--- src/rtl/hazard_ctrl_pkg.sv ---
// Shared types and constants for the pipeline hazard controller.
package hazard_ctrl_pkg;

   typedef enum logic [1:0] {
      RUN      = 2'd0,
      MEM_WAIT = 2'd1,
      ERROR    = 2'd2
   } hz_state_e;

   localparam logic [1:0] FWD_RF  = 2'b00;
   localparam logic [1:0] FWD_MEM = 2'b01;
   localparam logic [1:0] FWD_WB  = 2'b10;

   localparam logic [4:0] X0 = 5'd0;

endpackage : hazard_ctrl_pkg

--- src/rtl/hazard_ctrl_fwd_unit.sv ---
// EX-stage operand forwarding select for one source operand.
// The MEM result is younger than the WB result, so it wins.
module fwd_unit
   import hazard_ctrl_pkg::*;
(
   input  logic [4:0] ex_rs,
   input  logic [4:0] mem_rd,
   input  logic       mem_reg_write,
   input  logic [4:0] wb_rd,
   input  logic       wb_reg_write,
   output logic [1:0] fwd_sel
);

   // Pick the youngest in-flight producer of ex_rs; x0 is never forwarded.
   always_comb begin
      fwd_sel = FWD_RF;
      if (mem_reg_write && (mem_rd != X0) && (mem_rd == ex_rs)) begin
         fwd_sel = FWD_MEM;
      end else if (wb_reg_write && (wb_rd != X0) && (wb_rd == ex_rs)) begin
         fwd_sel = FWD_WB;
      end
   end

endmodule : fwd_unit

--- src/rtl/hazard_ctrl.sv ---
// Pipeline control for the 5-stage RV32I core: freeze on memory wait,
// flush on taken branch, single bubble on load-use, operand forwarding,
// memory-timeout detection and stall/flush performance counters.
module hazard_ctrl
   import hazard_ctrl_pkg::*;
#(
   parameter int MEM_TIMEOUT = 64,
   parameter int CNT_W       = 32
) (
   input  logic             clk,
   input  logic             rst_n,
   input  logic [4:0]       id_rs1,
   input  logic [4:0]       id_rs2,
   input  logic             id_use_rs1,
   input  logic             id_use_rs2,
   input  logic [4:0]       ex_rs1,
   input  logic [4:0]       ex_rs2,
   input  logic [4:0]       ex_rd,
   input  logic             ex_mem_read,
   input  logic             ex_branch_taken,
   input  logic [4:0]       mem_rd,
   input  logic             mem_reg_write,
   input  logic [4:0]       wb_rd,
   input  logic             wb_reg_write,
   input  logic             im_ready,
   input  logic             dm_ready,
   output logic             pc_write,
   output logic             if_id_write,
   output logic             if_id_flush,
   output logic             id_ex_flush,
   output logic             pipe_stall,
   output logic [1:0]       fwd_a_sel,
   output logic [1:0]       fwd_b_sel,
   output logic             mem_err,
   output logic [CNT_W-1:0] stall_cnt,
   output logic [CNT_W-1:0] flush_cnt
);

   localparam logic [7:0] WAIT_LAST = 8'(MEM_TIMEOUT - 1);

   hz_state_e        state_q, state_d;
   logic [7:0]       wait_cnt_q, wait_cnt_d;
   logic             mem_err_q, mem_err_d;
   logic [CNT_W-1:0] stall_cnt_q, stall_cnt_d;
   logic [CNT_W-1:0] flush_cnt_q, flush_cnt_d;

   logic       ready;
   logic       freeze;
   logic       load_use;
   logic [1:0] fwd_a_raw, fwd_b_raw;

   assign ready    = im_ready & dm_ready;
   assign freeze   = ~ready | (state_q == ERROR);
   assign load_use = ex_mem_read && (ex_rd != X0) &&
                     ((id_use_rs1 && (id_rs1 == ex_rd)) ||
                      (id_use_rs2 && (id_rs2 == ex_rd)));

   fwd_unit u_fwd_a (
      .ex_rs         (ex_rs1),
      .mem_rd        (mem_rd),
      .mem_reg_write (mem_reg_write),
      .wb_rd         (wb_rd),
      .wb_reg_write  (wb_reg_write),
      .fwd_sel       (fwd_a_raw)
   );

   fwd_unit u_fwd_b (
      .ex_rs         (ex_rs2),
      .mem_rd        (mem_rd),
      .mem_reg_write (mem_reg_write),
      .wb_rd         (wb_rd),
      .wb_reg_write  (wb_reg_write),
      .fwd_sel       (fwd_b_raw)
   );

   // State, wait counter, sticky error and performance counter registers.
   always_ff @(posedge clk or negedge rst_n) begin
      if (!rst_n) begin
         state_q     <= RUN;
         wait_cnt_q  <= '0;
         mem_err_q   <= 1'b0;
         stall_cnt_q <= '0;
         flush_cnt_q <= '0;
      end else begin
         state_q     <= state_d;
         wait_cnt_q  <= wait_cnt_d;
         mem_err_q   <= mem_err_d;
         stall_cnt_q <= stall_cnt_d;
         flush_cnt_q <= flush_cnt_d;
      end
   end

   // Memory wait-state tracking; ERROR is left only through reset.
   always_comb begin
      state_d    = state_q;
      wait_cnt_d = wait_cnt_q;
      mem_err_d  = mem_err_q;
      unique case (state_q)
         RUN: begin
            if (!ready) begin
               state_d    = MEM_WAIT;
               wait_cnt_d = 8'd1;
            end
         end
         MEM_WAIT: begin
            if (ready) begin
               state_d    = RUN;
               wait_cnt_d = '0;
            end else if (wait_cnt_q == WAIT_LAST) begin
               state_d   = ERROR;
               mem_err_d = 1'b1;
            end else begin
               wait_cnt_d = wait_cnt_q + 8'd1;
            end
         end
         ERROR: begin
            mem_err_d = 1'b1;
         end
         default: begin
            state_d = RUN;
         end
      endcase
   end

   // Priority: freeze > branch flush > load-use bubble > advance.
   always_comb begin
      pc_write    = 1'b1;
      if_id_write = 1'b1;
      if_id_flush = 1'b0;
      id_ex_flush = 1'b0;
      pipe_stall  = 1'b0;
      stall_cnt_d = stall_cnt_q;
      flush_cnt_d = flush_cnt_q;
      if (!rst_n || freeze) begin
         pc_write    = 1'b0;
         if_id_write = 1'b0;
         pipe_stall  = 1'b1;
      end else if (ex_branch_taken) begin
         if_id_flush = 1'b1;
         id_ex_flush = 1'b1;
         flush_cnt_d = flush_cnt_q + 1'b1;
      end else if (load_use) begin
         pc_write    = 1'b0;
         if_id_write = 1'b0;
         id_ex_flush = 1'b1;
         stall_cnt_d = stall_cnt_q + 1'b1;
      end
   end

   assign fwd_a_sel = rst_n ? fwd_a_raw : FWD_RF;
   assign fwd_b_sel = rst_n ? fwd_b_raw : FWD_RF;
   assign mem_err   = mem_err_q;
   assign stall_cnt = stall_cnt_q;
   assign flush_cnt = flush_cnt_q;

endmodule : hazard_ctrl
--- config.mk ---
export PLATFORM = sky130hd
export DESIGN_NAME = hazard_ctrl
export DESIGN_NICKNAME = d
export VERILOG_FILES = /design/src/rtl/hazard_ctrl_pkg.sv /design/src/rtl/hazard_ctrl_fwd_unit.sv /design/src/rtl/hazard_ctrl.sv
export SDC_FILE = /design/constraint.sdc
export NUM_CORES = 1
export LEC_CHECK = 0
export CAP_MARGIN = 20
export CORE_MARGIN = 2
export CORE_UTILIZATION = 44
export CTS_BUF_LIST = sky130_fd_sc_hd__clkbuf_8 sky130_fd_sc_hd__clkbuf_16
export CTS_CLUSTER_DIAMETER = 30
export DETAILED_ROUTE_END_ITERATION = 8
export GPL_TIMING_DRIVEN = 0
export PLACE_DENSITY = 0.76
export SETUP_SLACK_MARGIN = 0.4
export SLEW_MARGIN = 20
export SYNTH_ARGS = -nofsm -noshare
export SYNTH_HDL_FRONTEND = slang
export SYNTH_SLANG_ARGS = --single-unit
export TNS_END_PERCENT = 20
--- constraint.sdc ---
create_clock -name clk -period 2.1 [get_ports clk]
set_input_delay 0.42 -clock clk [delete_from_list [all_inputs] [get_ports clk]]
set_output_delay 0.42 -clock clk [all_outputs]
set_load 0.01 [all_outputs]
# Yosys cells after proc, flatten, opt, wreduce, memory -nomap -nowiden
# Index checks and enable logic that the tools add are counted.
[classes] bitwise_logic=6 reduce_logical=24 eq_ne=14 add_sub_neg=3 mux=26
[op_table] cell="32-bit by 1-bit adder with 32-bit output, second input constant" count=2
[op_table] cell="5-bit == test" count=6
[op_table] cell="8-bit 2-to-1 mux" count=3
[op_table] cell="2-bit 2-to-1 mux" count=9
[op_table] cell="8-bit case mux with 2 select lines" count=1
[op_table] cell="5-bit nonzero test" count=3
[op_table] cell="3-bit AND reduction" count=4
[op_table] cell="1-bit 2-to-1 mux" count=11
[op_table] cell="1-bit logical AND" count=10
[op_table] cell="8-bit by 1-bit adder with 8-bit output, second input constant" count=1
[op_table] cell="8-bit by 6-bit == test with 1-bit output, second input constant" count=1
[op_table] cell="2-bit inequality test, second input constant" count=3
[op_table] cell="3-bit inequality test, second input constant" count=2
[op_table] cell="2-bit case mux with 3 select lines" count=1
[op_table] cell="1-bit NOT" count=4
[op_table] cell="2-bit nonzero test" count=2
[op_table] cell="2-bit by 1-bit == test with 1-bit output, second input constant" count=1
[op_table] cell="2-bit == test, second input constant" count=1
[op_table] cell="2-bit logical NOT" count=1
[op_table] cell="1-bit logical OR" count=2
[op_table] cell="1-bit case mux with 2 select lines" count=1
[op_table] cell="2-bit AND reduction" count=1
[op_table] cell="1-bit bitwise AND" count=1
[op_table] cell="1-bit logical NOT" count=1
[op_table] cell="1-bit bitwise OR" count=1
[word_totals] elab_cells=78 inputBits=45 ff_bits=75

# Depth between registers and ports, before layout
# Gate-level depths: netlist of the first run.
[logic_depth] depth_word=7 ltp_mapped=8 mapped_depth_nobuf=6

# Modules after synthesis
# From an unflattened synthesis of the first run, not the netlist that was laid out.
[unflattened] cells_unflattened=407 area_unflattened_um2=4063.9
[by_module_without_submodules] module="hazard_ctrl" seq_area_each_um2=1876.8 instances=1 area_per_inst_um2=3761.1 cells_per_inst=367
[by_module_without_submodules] module="fwd_unit" seq_area_each_um2=0.0 instances=2 area_per_inst_um2=151.4 cells_per_inst=20

# Least setup slack after synthesis of the first run
# Ideal clock, no wire load.
[synth_timing] path_type="input-to-output" startpoint="input port ex_rd[1]" endpoint="output port pc_write" arrival_ns=1.925 cell_stages=6 path_slack_ns=-0.245 path_buffers=2 path_cell_list="or4_1 o21ai_4 buf_2 nor3_1 nor2_1 buf_4"
[synth_via] elab_chain_len=7
[synth_rtl] element="start, declared" line_no="hazard_ctrl.sv:18" text="input logic [4:0] ex_rd,"
[synth_rtl] element="5-bit == test (on tied branches)" line_no="hazard_ctrl.sv:55, hazard_ctrl.sv:56"
[synth_rtl] element="1-bit logical AND (on tied branches)" line_no="hazard_ctrl.sv:55, hazard_ctrl.sv:56"
[synth_rtl] element="1-bit logical OR" line_no="hazard_ctrl.sv:55" text="((id_use_rs1 && (id_rs1 == ex_rd)) ||"
[synth_rtl] element="1-bit logical AND (*)" line_no="hazard_ctrl.sv:54" text="assign load_use = ex_mem_read && (ex_rd != X0) &&"
[synth_rtl] element="1-bit 2-to-1 mux (*) (3 in a row)"
[synth_rtl] element="end, declared" line_no="hazard_ctrl.sv:27" text="output logic pc_write,"
# Every way passes the cells marked *; elsewhere a longest branch is shown, timed or not.

# Worst setup path in the final report of the first run
[layout_timing] startpoint="input port ex_rd[1]" endpoint="output port id_ex_flush"
[layout_via] elab_chain_len=7
[layout_rtl] element="5-bit == test (on tied branches)" line_no="hazard_ctrl.sv:55, hazard_ctrl.sv:56"
[layout_rtl] element="1-bit logical AND (on tied branches)" line_no="hazard_ctrl.sv:55, hazard_ctrl.sv:56"
[layout_rtl] element="1-bit logical OR" line_no="hazard_ctrl.sv:55"
[layout_rtl] element="1-bit logical AND (*)" line_no="hazard_ctrl.sv:54"
[layout_rtl] element="1-bit 2-to-1 mux (*)" line_no="hazard_ctrl.sv:142" text="end else if (load_use) begin"
[layout_rtl] element="1-bit 2-to-1 mux (*)" line_no="hazard_ctrl.sv:138" text="end else if (ex_branch_taken) begin"
[layout_rtl] element="1-bit 2-to-1 mux (*)" line_no="hazard_ctrl.sv:134" text="if (!rst_n || freeze) begin"
[layout_rtl] element="end, declared" line_no="hazard_ctrl.sv:30" text="output logic id_ex_flush,"
# Marked as above.

==> summary.md, run 1 <==
| Metric | Value |
|---|---|
| Tmin final | `2.208 ns` |
| Relative slew slack | `55.07%` |
| Actual slew at the worst max-slew pin | `0.6724 ns` |
| Sequential area share after synthesis | `43.49%` |
| Clk_lat worst skew | `0.36 ns` |
| Top layer in use | `met4` |
| Synth Net Count | `458` |
| Mapped cell area | `4315 um2` |
| Kind of critical path | `in -> out` |
| R2R Setup Slk | `0.06 ns` |
| WL/cell | `17.84 um` |
| Outcome | `finished with violations` |
| CORE AREA | `9639 um2` |
| Area growth syn-to-layout | `58.94%` |
| Post-synth ARST share | `100.0%` |
| Wire length on met1 | `5187 um` |
| Site Rows | `36` |
| Endpoints failing setup | `4` |
| Diodes inserted | `0` |
| HPWL after detailed placement | `7623 um` |
| Via/cell ratio | `5.457` |
| DR DRC count | `0` |
| Crit. End Element | `output pin` |
| Yosys Warn Count | `0` |
| Clock sinks | `75` |
| Count of cell types in the netlist | `51` |
| Antenna violations before repair | `0` |
| Starting density of the core | `44.77%` |
| Post-route setup slack | `-0.1080 ns` |
| Initial DRC count | `156` |
| TritonRoute pass-1 iters | `4` |
| WP data required | `1.68 ns` |
| Crit start category | `input pin` |
| GR Util All Layers | `24.14%` |
| Top-count cell post-synth | `dfrtp_1` |
| Final worst path period share | `105.1%` |
| Routed WL | `12780 um` |
| Largest net degree at the start of global routing | `40` |
| Fmax | `452.9 MHz` |
| RSZ-0062 raised after global routing | `yes` |
| Final core occ | `71.16%` |
| Die X | `103.0 um` |
| Arr. time, crit path | `1.79 ns` |
| Synth top area share | `43.49%` |
| Most common flop cell mapped by yosys | `dfrtp_1` |
| Violated checks | `negative setup slack` |
| Number of synthesized flops with an enable pin | `0` |
| Die area | `10620 um2` |
| I/O pins | `119` |
| Number of I/O port buffers | `118` |
| Top cells by area, synth | `dfrtp_1, xor2_1, xnor2_1` |
| Post-Layout Cell Count | `716` |
| Register bit count reported by yosys | `75` |
| Clock Tree Buf Depth | `2` |
| Post-synth top area cell | `dfrtp_1` |
| Wire length on met2 | `6696 um` |
| Worst Skew | `0.01250 ns` |
| H-tree depth | `3` |
| Fraction of layout cells with a size suffix above 1 | `33.96%` |
| CTS tree | `yes` |
| Post-synth top cells | `dfrtp_1, xor2_1, xnor2_1` |
| Clk slew on worst S/H paths | `0.08 ns` |
| CTS buffer count | `9` |
| Vias in the first global route | `3983` |
| Vias | `3907` |
| Pwr Total | `3.481 mW` |
| Root buf cell | `clkbuf_8` |
| Worst VDD drop | `0.3171 mV` |
| Post-route ant nets | `0` |
| Met3 routed WL | `656 um` |
| Hold Fails Final Rpt | `0` |
| Final nets | `626` |
| Worst Path Max Fanout | `3` |
| Worst min path class | `in -> async` |
| Max_cap viols | `0` |
| Die H | `103.0 um` |
| Slew Viols, Final | `0` |
| Cell area power density | `507.6 nW/um2` |
| GP Congestion | `0.8124` |
| Post-synthesis cell count | `410` |
| First-pass GRT wire length | `19600 um` |
| Leakage | `3.624 nW` |
| Overflow after GRT | `0` |
| Final hold slack | `0.05790 ns` |
| Syn Area/Cell | `10.53 um2` |
| Fill cells | `695` |
| Placed insts | `662` |
registers in the layout (all words and copies together), names as in the netlist:
signal / count
state_q: 2
mem_err: 1
stall_cnt: 32
wait_cnt_q: 8
flush_cnt: 32
logic make-up (layout without fill, tap and decap cells):
| family | count (synthesis) | count (layout) | synth area share, % |
|---|---|---|---|
| buffers and inverters | 23 | 196 | 2.667 |
| XOR/XNOR | 97 | 97 | 19.69 |
| adder cells (fa/ha/maj) | 3 | 3 | 0.8699 |
| AND/OR/NAND/NOR | 193 | 193 | 30.12 |
| AO/OA/AOI/OAI | 17 | 17 | 2.668 |
| flip-flops | 75 | 75 | 43.49 |
| multiplexers | 2 | 2 | 0.4929 |
placed cells by master, fill, tap and decap left out, types with 8 or more instances in the layout:
cell type and n:
buf_6 14, dfrtp_1 60, buf_2 16, dfrtp_2 15, buf_4 31, buf_12 9, nand4_1 12, inv_1 12
clkbuf_8 11, xor2_1 65, nand2_1 28, nor2_1 13, nor3_1 8, nand3_1 26, dlygate4sd2_1 69, xnor2_1 29
nor3_4 13, nor4_4 25, and3_1 11
worst max-delay path: stages:
cell and delay, ns:
buf_8 0.10, or4_4 0.53, o21ai_4 0.17, buf_6 0.14
buf_6 0.10, nor2_2 0.03, o21ba_1 0.16, buf_2 0.13
through the flow:
stage          worst slack [ns]  TNS, ns  area, um2
3_5_place_dp             -1.376   -30.43       5727
2_1_floorplan           -0.1068  -0.1068       4362
3_3_place_gp             -3.767  -407.64       5709
4_1_cts                 -0.1084  -0.3247       6578
6_report                -0.1080  -0.1697       6859
5_1_grt                 -0.1417  -0.8553       6859
power breakdown:
| part | internal [mW] | switching [mW] | total (mW) |
|---|---|---|---|
| clock network | 0.815 | 0.573 | 1.39 |
| logic | 0.263 | 0.275 | 0.538 |
| registers | 1.49 | 0.0606 | 1.55 |
worst paths after layout:
kind | start | end | depth (start not counted)
min reg2reg | stall_cnt[31]$_DFFE_PN0P_ | stall_cnt[31]$_DFFE_PN0P_ | 1
max reg2reg | state_q[0]$_DFFE_PN0P_ | stall_cnt[17]$_DFFE_PN0P_ | 5
max in group asynchronous | rst_n | stall_cnt[2]$_DFFE_PN0P_ | 2
min in group clk | stall_cnt[31]$_DFFE_PN0P_ | stall_cnt[31]$_DFFE_PN0P_ | 1
max | ex_rd[1] | id_ex_flush | 8
min | rst_n | flush_cnt[21]$_DFFE_PN0P_ | 2
area by class of cell:
type / count / area (um2) / share of cell area [%]
repair buffers: 157 / 1438 / 20.96
clock inverters: 6 / 103.9 / 1.514
multi-input cells: 312 / 2930 / 42.72
clock buffers: 10 / 137.6 / 2.007
well taps: 133 / 166.4 / 2.426
flip-flops and latches: 75 / 1896 / 27.64
plain buffers: 11 / 140.1 / 2.043
inverters: 12 / 47.55 / 0.6932
per-layer routing:
layer / vias to the layer above / global-route usage, %
li1: 1791 / -
met5: - / 0
met3: 18 / 4.881
met4: 0 / 10.53
met2: 149 / 42.51
met1: 1949 / 28.50
repair_timing:
item | in CTS | in global routing
setup buffers | 28 | 7
hold buffers | 1 | 0
pin swaps | 92 | 94
endpoints found under the setup margin | 129 | 71
gates cloned | 1 | 1
gates resized for setup | 294 | 75
hold endpoints to repair | 36 | 0
Note: power is estimated with default switching activity, not from simulation.
==> run 2: changes to the inputs <==
--- a/config.mk
+++ b/config.mk
@@ -14,7 +14,6 @@
 export GPL_TIMING_DRIVEN = 0
 export PLACE_DENSITY = 0.76
 export SETUP_SLACK_MARGIN = 0.4
-export SLEW_MARGIN = 20
 export SYNTH_ARGS = -nofsm -noshare
 export SYNTH_HDL_FRONTEND = slang
 export SYNTH_SLANG_ARGS = --single-unit
==> run 2 against run 1 <==
The flow still finishes with violations (negative setup slack). Non-clock buffer count up 8. Global-route usage down 0.10 points. Worst hold slack worse by 0.048 ns. Flip-flop and latch count unchanged. Cell count up 1.1%. Critical path type unchanged. Largest power group unchanged.
==> summary.md, run 2 (same netlist as run 1, synthesis figures left out) <==
| Metric | Value |
|---|---|
| Outcome | `finished with violations` |
| Violated checks | `negative setup slack` |
| Crit. End Element | `output pin` |
| GR Util All Layers | `24.03%` |
| Overflow after GRT | `0` |
| Post-route ant nets | `0` |
| Vias | `4006` |
| Starting density of the core | `44.77%` |
| Worst VDD drop | `0.3759 mV` |
| RSZ-0062 raised after global routing | `yes` |
| Pwr Total | `3.486 mW` |
| Die X | `103.0 um` |
| Clk_lat worst skew | `0.35 ns` |
| Reg area | `1896 um2` |
| Diodes inserted | `0` |
| CTS tree | `yes` |
| Area growth syn-to-layout | `63.12%` |
| TritonRoute pass-1 iters | `4` |
| Clk slew on worst S/H paths | `0.08 ns` |
| R2R Path Start | `stall_cnt[7]$_DFFE_PN0P_` |
| H-tree depth | `3` |
| Hold Fails Final Rpt | `0` |
| Fmax | `452.9 MHz` |
| Root buf cell | `clkbuf_8` |
| I/O pins | `119` |
| Most frequent cells in the layout | `dlygate4sd2_1, xor2_1, dfrtp_1, buf_4, xnor2_1` |
| WL/cell | `18.43 um` |
| Leakage | `3.726 nW` |
| Die H | `103.0 um` |
| GP Congestion | `0.8124` |
| HPWL after detailed placement | `7731 um` |
| Actual slew at the worst max-slew pin | `0.6372 ns` |
| Crit start category | `input pin` |
| Worst min path class | `in -> async` |
| Relative slew slack | `57.38%` |
| Worst Skew | `0.01173 ns` |
| Multi-input logic area | `3019 um2` |
| Clock Tree Buf Depth | `2` |
| Worst Path Max Fanout | `3` |
| Final worst path period share | `105.1%` |
| Slew Viols, Final | `0` |
| CORE AREA | `9639 um2` |
| DR DRC count | `0` |
| Max_cap viols | `0` |
| Number of I/O port buffers | `118` |
| Kind of critical path | `in -> out` |
| Endpoints failing setup | `7` |
| Vias in the first global route | `3987` |
| Cell area power density | `495.2 nW/um2` |
| WP data required | `1.68 ns` |
| Via/cell ratio | `5.533` |
| Commonest non-fill, non-tap cell in the layout | `dlygate4sd2_1` |
| Crit path from | `wb_rd[4]` |
| Initial DRC count | `153` |
| Die area | `10620 um2` |
| TNS Setup | `-0.3587 ns` |
| First-pass GRT wire length | `19600 um` |
| Fraction of layout cells with a size suffix above 1 | `35.87%` |
| Site Rows | `36` |
| Routed WL | `13340 um` |
| Fill cells | `652` |
| Clock sinks | `75` |
| Final nets | `634` |
| Post-route setup slack | `-0.1079 ns` |
| Arr. time, crit path | `1.79 ns` |
| Tmin final | `2.208 ns` |
| Largest net degree at the start of global routing | `34` |
| CTS buffer count | `9` |
| Antenna violations before repair | `0` |
## run 2: changes by cell type in the layout (fill, tap and decap cells not counted), moves of 2 or more
| cell | previous run | this run |
|---|---|---|
| nand3_2 | 2 | 4 |
| nand2_1 | 28 | 26 |
| nor2_1 | 13 | 10 |
| clkdlybuf4s15_1 | 4 | 7 |
| buf_6 | 14 | 20 |
| nor2_4 | 3 | 5 |
| bufbuf_16 | 0 | 2 |
| nand3_1 | 26 | 23 |
| nor3_4 | 13 | 16 |
| buf_12 | 9 | 4 |
| and3_1 | 11 | 9 |
| nor3_1 | 8 | 6 |
## run 2: final cells by class
cell class / instances / area share [%]
repair buffers: 165 / 21.61
flip-flops and latches: 75 / 26.93
plain buffers: 11 / 2.097
clock inverters: 6 / 1.475
clock buffers: 10 / 1.955
multi-input cells: 312 / 42.89
inverters: 12 / 0.6754
well taps: 133 / 2.364
## run 2: worst max-delay path, stage by stage
cell and delay (ns):
clkdlybuf4s15_1 0.21, or4_1 0.55, o211ai_1 0.24, or4_4 0.18
nor4_4 0.04, buf_2 0.14
## run 2: metrics by stage
stage | util, % | cell area [um2] | instances | worst slack, ns | hold slack [ns]
after floorplan | - | 4362 | 410 | -0.1068 | 0.1244
after global placement | 59.23 | 5709 | 661 | -3.767 | 0.4532
after detailed placement | 59.49 | 5734 | 662 | -1.367 | 0.3025
after CTS | 69.91 | 6739 | 709 | -0.1273 | 0.01800
after global routing | 73.03 | 7039 | 724 | -0.1479 | 0.002117
final | 73.03 | 7039 | 724 | -0.1079 | 0.009923
## run 2: worst paths after layout
kind | slack (ns) | to | cells past startpoint
max reg2reg | 0.17 | stall_cnt[16]$_DFFE_PN0P_ | 7
max | -0.11 | fwd_b_sel[1] | 6
min in group clk | 0.48 | mem_err$_DFFE_PN0P_ | 1
max in group asynchronous | 0.99 | flush_cnt[10]$_DFFE_PN0P_ | 2
min | 0.01 | stall_cnt[10]$_DFFE_PN0P_ | 2
min reg2reg | 0.48 | mem_err$_DFFE_PN0P_ | 1
## run 2: repair_timing
action                     in CTS  in global routing
hold endpoints to repair       14                  0
pin swaps                     104                 86
setup endpoints to repair     128                 77
setup buffers                  27                 15
gates resized for setup       315                 61
gates cloned                    3                  0
hold buffers                    1                  0
## run 2: report_power, final
| part | leakage, nW | internal (mW) | switching [mW] | total [mW] |
|---|---|---|---|---|
| clock network | 0.127 | 0.815 | 0.568 | 1.38 |
| logic | 2.63 | 0.266 | 0.277 | 0.543 |
| registers | 0.970 | 1.49 | 0.0649 | 1.56 |
## run 2: metal layers
metal | wire (um) | vias to the layer above | track usage (%)
met5 | 0 | - | 0
met4 | 332 | 0 | 7.895
met3 | 823 | 38 | 5.288
met2 | 6911 | 173 | 42.81
met1 | 5272 | 1978 | 28.80
li1 | - | 1817 | -
==> run 3: changes to the inputs <==
--- a/config.mk
+++ b/config.mk
@@ -11,7 +11,6 @@
 export CTS_BUF_LIST = sky130_fd_sc_hd__clkbuf_8 sky130_fd_sc_hd__clkbuf_16
 export CTS_CLUSTER_DIAMETER = 30
 export DETAILED_ROUTE_END_ITERATION = 8
-export GPL_TIMING_DRIVEN = 0
 export PLACE_DENSITY = 0.76
 export SETUP_SLACK_MARGIN = 0.4
 export SYNTH_ARGS = -nofsm -noshare
==> run 3 against run 2 <==
Core utilization grew 2.1 points. Final area up 2.8%. Sequential power hardly changed. Total power down 1.6%. Critical endpoint is now fwd_a_sel[1]. Clock power shrank 7%. Sequential share of layout area shrank 0.72 points. The run still ends with negative setup slack left. Via count grew 3.7%. Clock-buffer cell count is 1 higher. Worst setup slack gained 0.090 ns. Flip-flop and latch count unchanged. First-iteration DRC count up 47%. Clock skew fell by 0.0031 ns.
==> summary.md, run 3 (same netlist as run 1, synthesis figures left out) <==
| Metric | Value |
|---|---|
| R2R Setup Slk | `0.06 ns` |
| Violated checks | `negative setup slack` |
| Vias in the first global route | `4304` |
| Most frequent cells in the layout | `dlygate4sd2_1, xor2_1, dfrtp_1, buf_4, buf_6` |
| WL/cell | `19.11 um` |
| Fmax | `472.1 MHz` |
| Worst min path class | `in -> async` |
| CTS tree | `yes` |
| Actual slew at the worst max-slew pin | `0.5984 ns` |
| Commonest non-fill, non-tap cell in the layout | `dlygate4sd2_1` |
| Slew Viols, Final | `0` |
| Max_cap viols | `0` |
| Crit. End Element | `output pin` |
| Crit start category | `input pin` |
| Worst slack at placement | `-0.8116 ns` |
| I/O pins | `119` |
| Site Rows | `36` |
| Fraction of layout cells with a size suffix above 1 | `39.38%` |
| GR Util All Layers | `27.06%` |
| Arr. time, crit path | `1.70 ns` |
| H-tree depth | `3` |
| Via/cell ratio | `5.541` |
| Die H | `103.0 um` |
| Post-route setup slack | `-0.01820 ns` |
| Root buf cell | `clkbuf_8` |
| DR DRC count | `0` |
| WP data required | `1.68 ns` |
| Leakage | `3.796 nW` |
| Largest net degree at the start of global routing | `44` |
| Number of I/O port buffers | `118` |
| Die X | `103.0 um` |
| CTS buffer count | `9` |
| GP Congestion | `0.8340` |
| Tmin final | `2.118 ns` |
| Vias | `4156` |
| Starting density of the core | `44.77%` |
| Outcome | `finished with violations` |
| First-pass GRT wire length | `21870 um` |
| R2R Path Start | `flush_cnt[13]$_DFFE_PN0P_` |
| Final worst path period share | `100.9%` |
| Routed WL | `14330 um` |
| Worst Skew | `0.008606 ns` |
| TritonRoute pass-1 iters | `4` |
| Post-route ant nets | `0` |
| Antenna violations before repair | `0` |
| Area growth syn-to-layout | `67.73%` |
| Clock sinks | `75` |
| Cell area power density | `473.6 nW/um2` |
| Worst VDD drop | `0.3376 mV` |
| Hold Fails Final Rpt | `0` |
| Relative slew slack | `60.01%` |
| Post-Layout Cell Count | `750` |
| RSZ-0062 raised after global routing | `yes` |
| Crit path from | `mem_rd[0]` |
| Final nets | `660` |
| Clk_lat worst skew | `0.34 ns` |
| Kind of critical path | `in -> out` |
| Endpoints failing setup | `3` |
| Die area | `10620 um2` |
| Clock Tree Buf Depth | `2` |
| Initial DRC count | `225` |
| Overflow after GRT | `0` |
| Diodes inserted | `0` |
| CORE AREA | `9639 um2` |
| Placed insts | `697` |
| Clk slew on worst S/H paths | `0.08 ns` |
| Cts hold-fix bufs | `0` |
| Worst Path Max Fanout | `2` |
| HPWL after detailed placement | `8014 um` |
## run 3: changes by cell type in the layout (fill, tap and decap cells not counted), moves of 3 or more
cell           previous run  this run
buf_6                    20        33
nor4_4                   26        22
dlygate4sd2_1            70        73
buf_4                    32        50
clkbuf_2                  6         3
## run 3: worst paths after layout
check / endpoint / depth (start not counted)
worst max-delay path: fwd_a_sel[1] / 7
worst min-delay path: stall_cnt[7]$_DFFE_PN0P_ / 2
worst max register to register: flush_cnt[27]$_DFFE_PN0P_ / 6
worst min register to register: flush_cnt[31]$_DFFE_PN0P_ / 1
max in group asynchronous: flush_cnt[10]$_DFFE_PN0P_ / 3
min in group clk: flush_cnt[31]$_DFFE_PN0P_ / 1
## run 3: per-layer routing
metal  GRT usage, %  part of all wire (%)  vias to the layer above  routed length, um
li1               -                     -                     1872                  -
met1          32.05                    38                     2043               5514
met2          46.10                    51                      179               7310
met3          6.305                   6.2                       62                882
met4          13.46                   4.3                        0                622
met5              0                     0                        -                  0
## run 3: cell type report
| cell class | instances | area [um2] |
|---|---|---|
| Multi-Input combinational cell | 312 | 3012 |
| Timing Repair Buffer | 202 | 1888 |
| Clock inverter | 5 | 76.32 |
| Inverter | 12 | 47.55 |
| Clock buffer | 11 | 151.4 |
| Sequential cell | 75 | 1897 |
| Fill cell | 669 | 2401 |
| Tap cell | 133 | 166.4 |
## run 3: power by group
group          internal (mW)  switching [mW]  total (mW)  leakage (nW)
logic                  0.289           0.292       0.581          2.71
registers               1.50          0.0660        1.56         0.969
clock network          0.729           0.557        1.29         0.117
total                   2.51           0.915        3.43          3.80
## run 3: metrics by stage
stage | util (%) | hold slack [ns] | area, um2 | TNS (ns) | total power [mW]
final | 75.09 | 0.03246 | 7238 | -0.04532 | 3.428
after global placement | 62.28 | 0.3913 | 6003 | -21.44 | 2.069
after detailed placement | 62.28 | 0.3923 | 6003 | -24.70 | 2.086
after global routing | 75.09 | 0.03074 | 7238 | -0.4073 | 3.566
after floorplan | - | 0.1244 | 4362 | -0.1068 | 1.786
after CTS | 72.17 | 0.02923 | 6957 | -0.1227 | 3.383
## run 3: repair_timing
item / CTS / global route
endpoints found under the setup margin: 128 / 76
hold endpoints to repair: 0 / 0
gates resized for setup: 329 / 58
gates cloned: 4 / 0
pin swaps: 105 / 97
setup buffers: 19 / 14
## run 3: critical path, cell delays in order
cell	delay, ns
buf_6	0.09
or4_4	0.53
o21ai_4	0.18
buf_6	0.12
nor4_2	0.04
nor3_1	0.14
buf_2	0.17
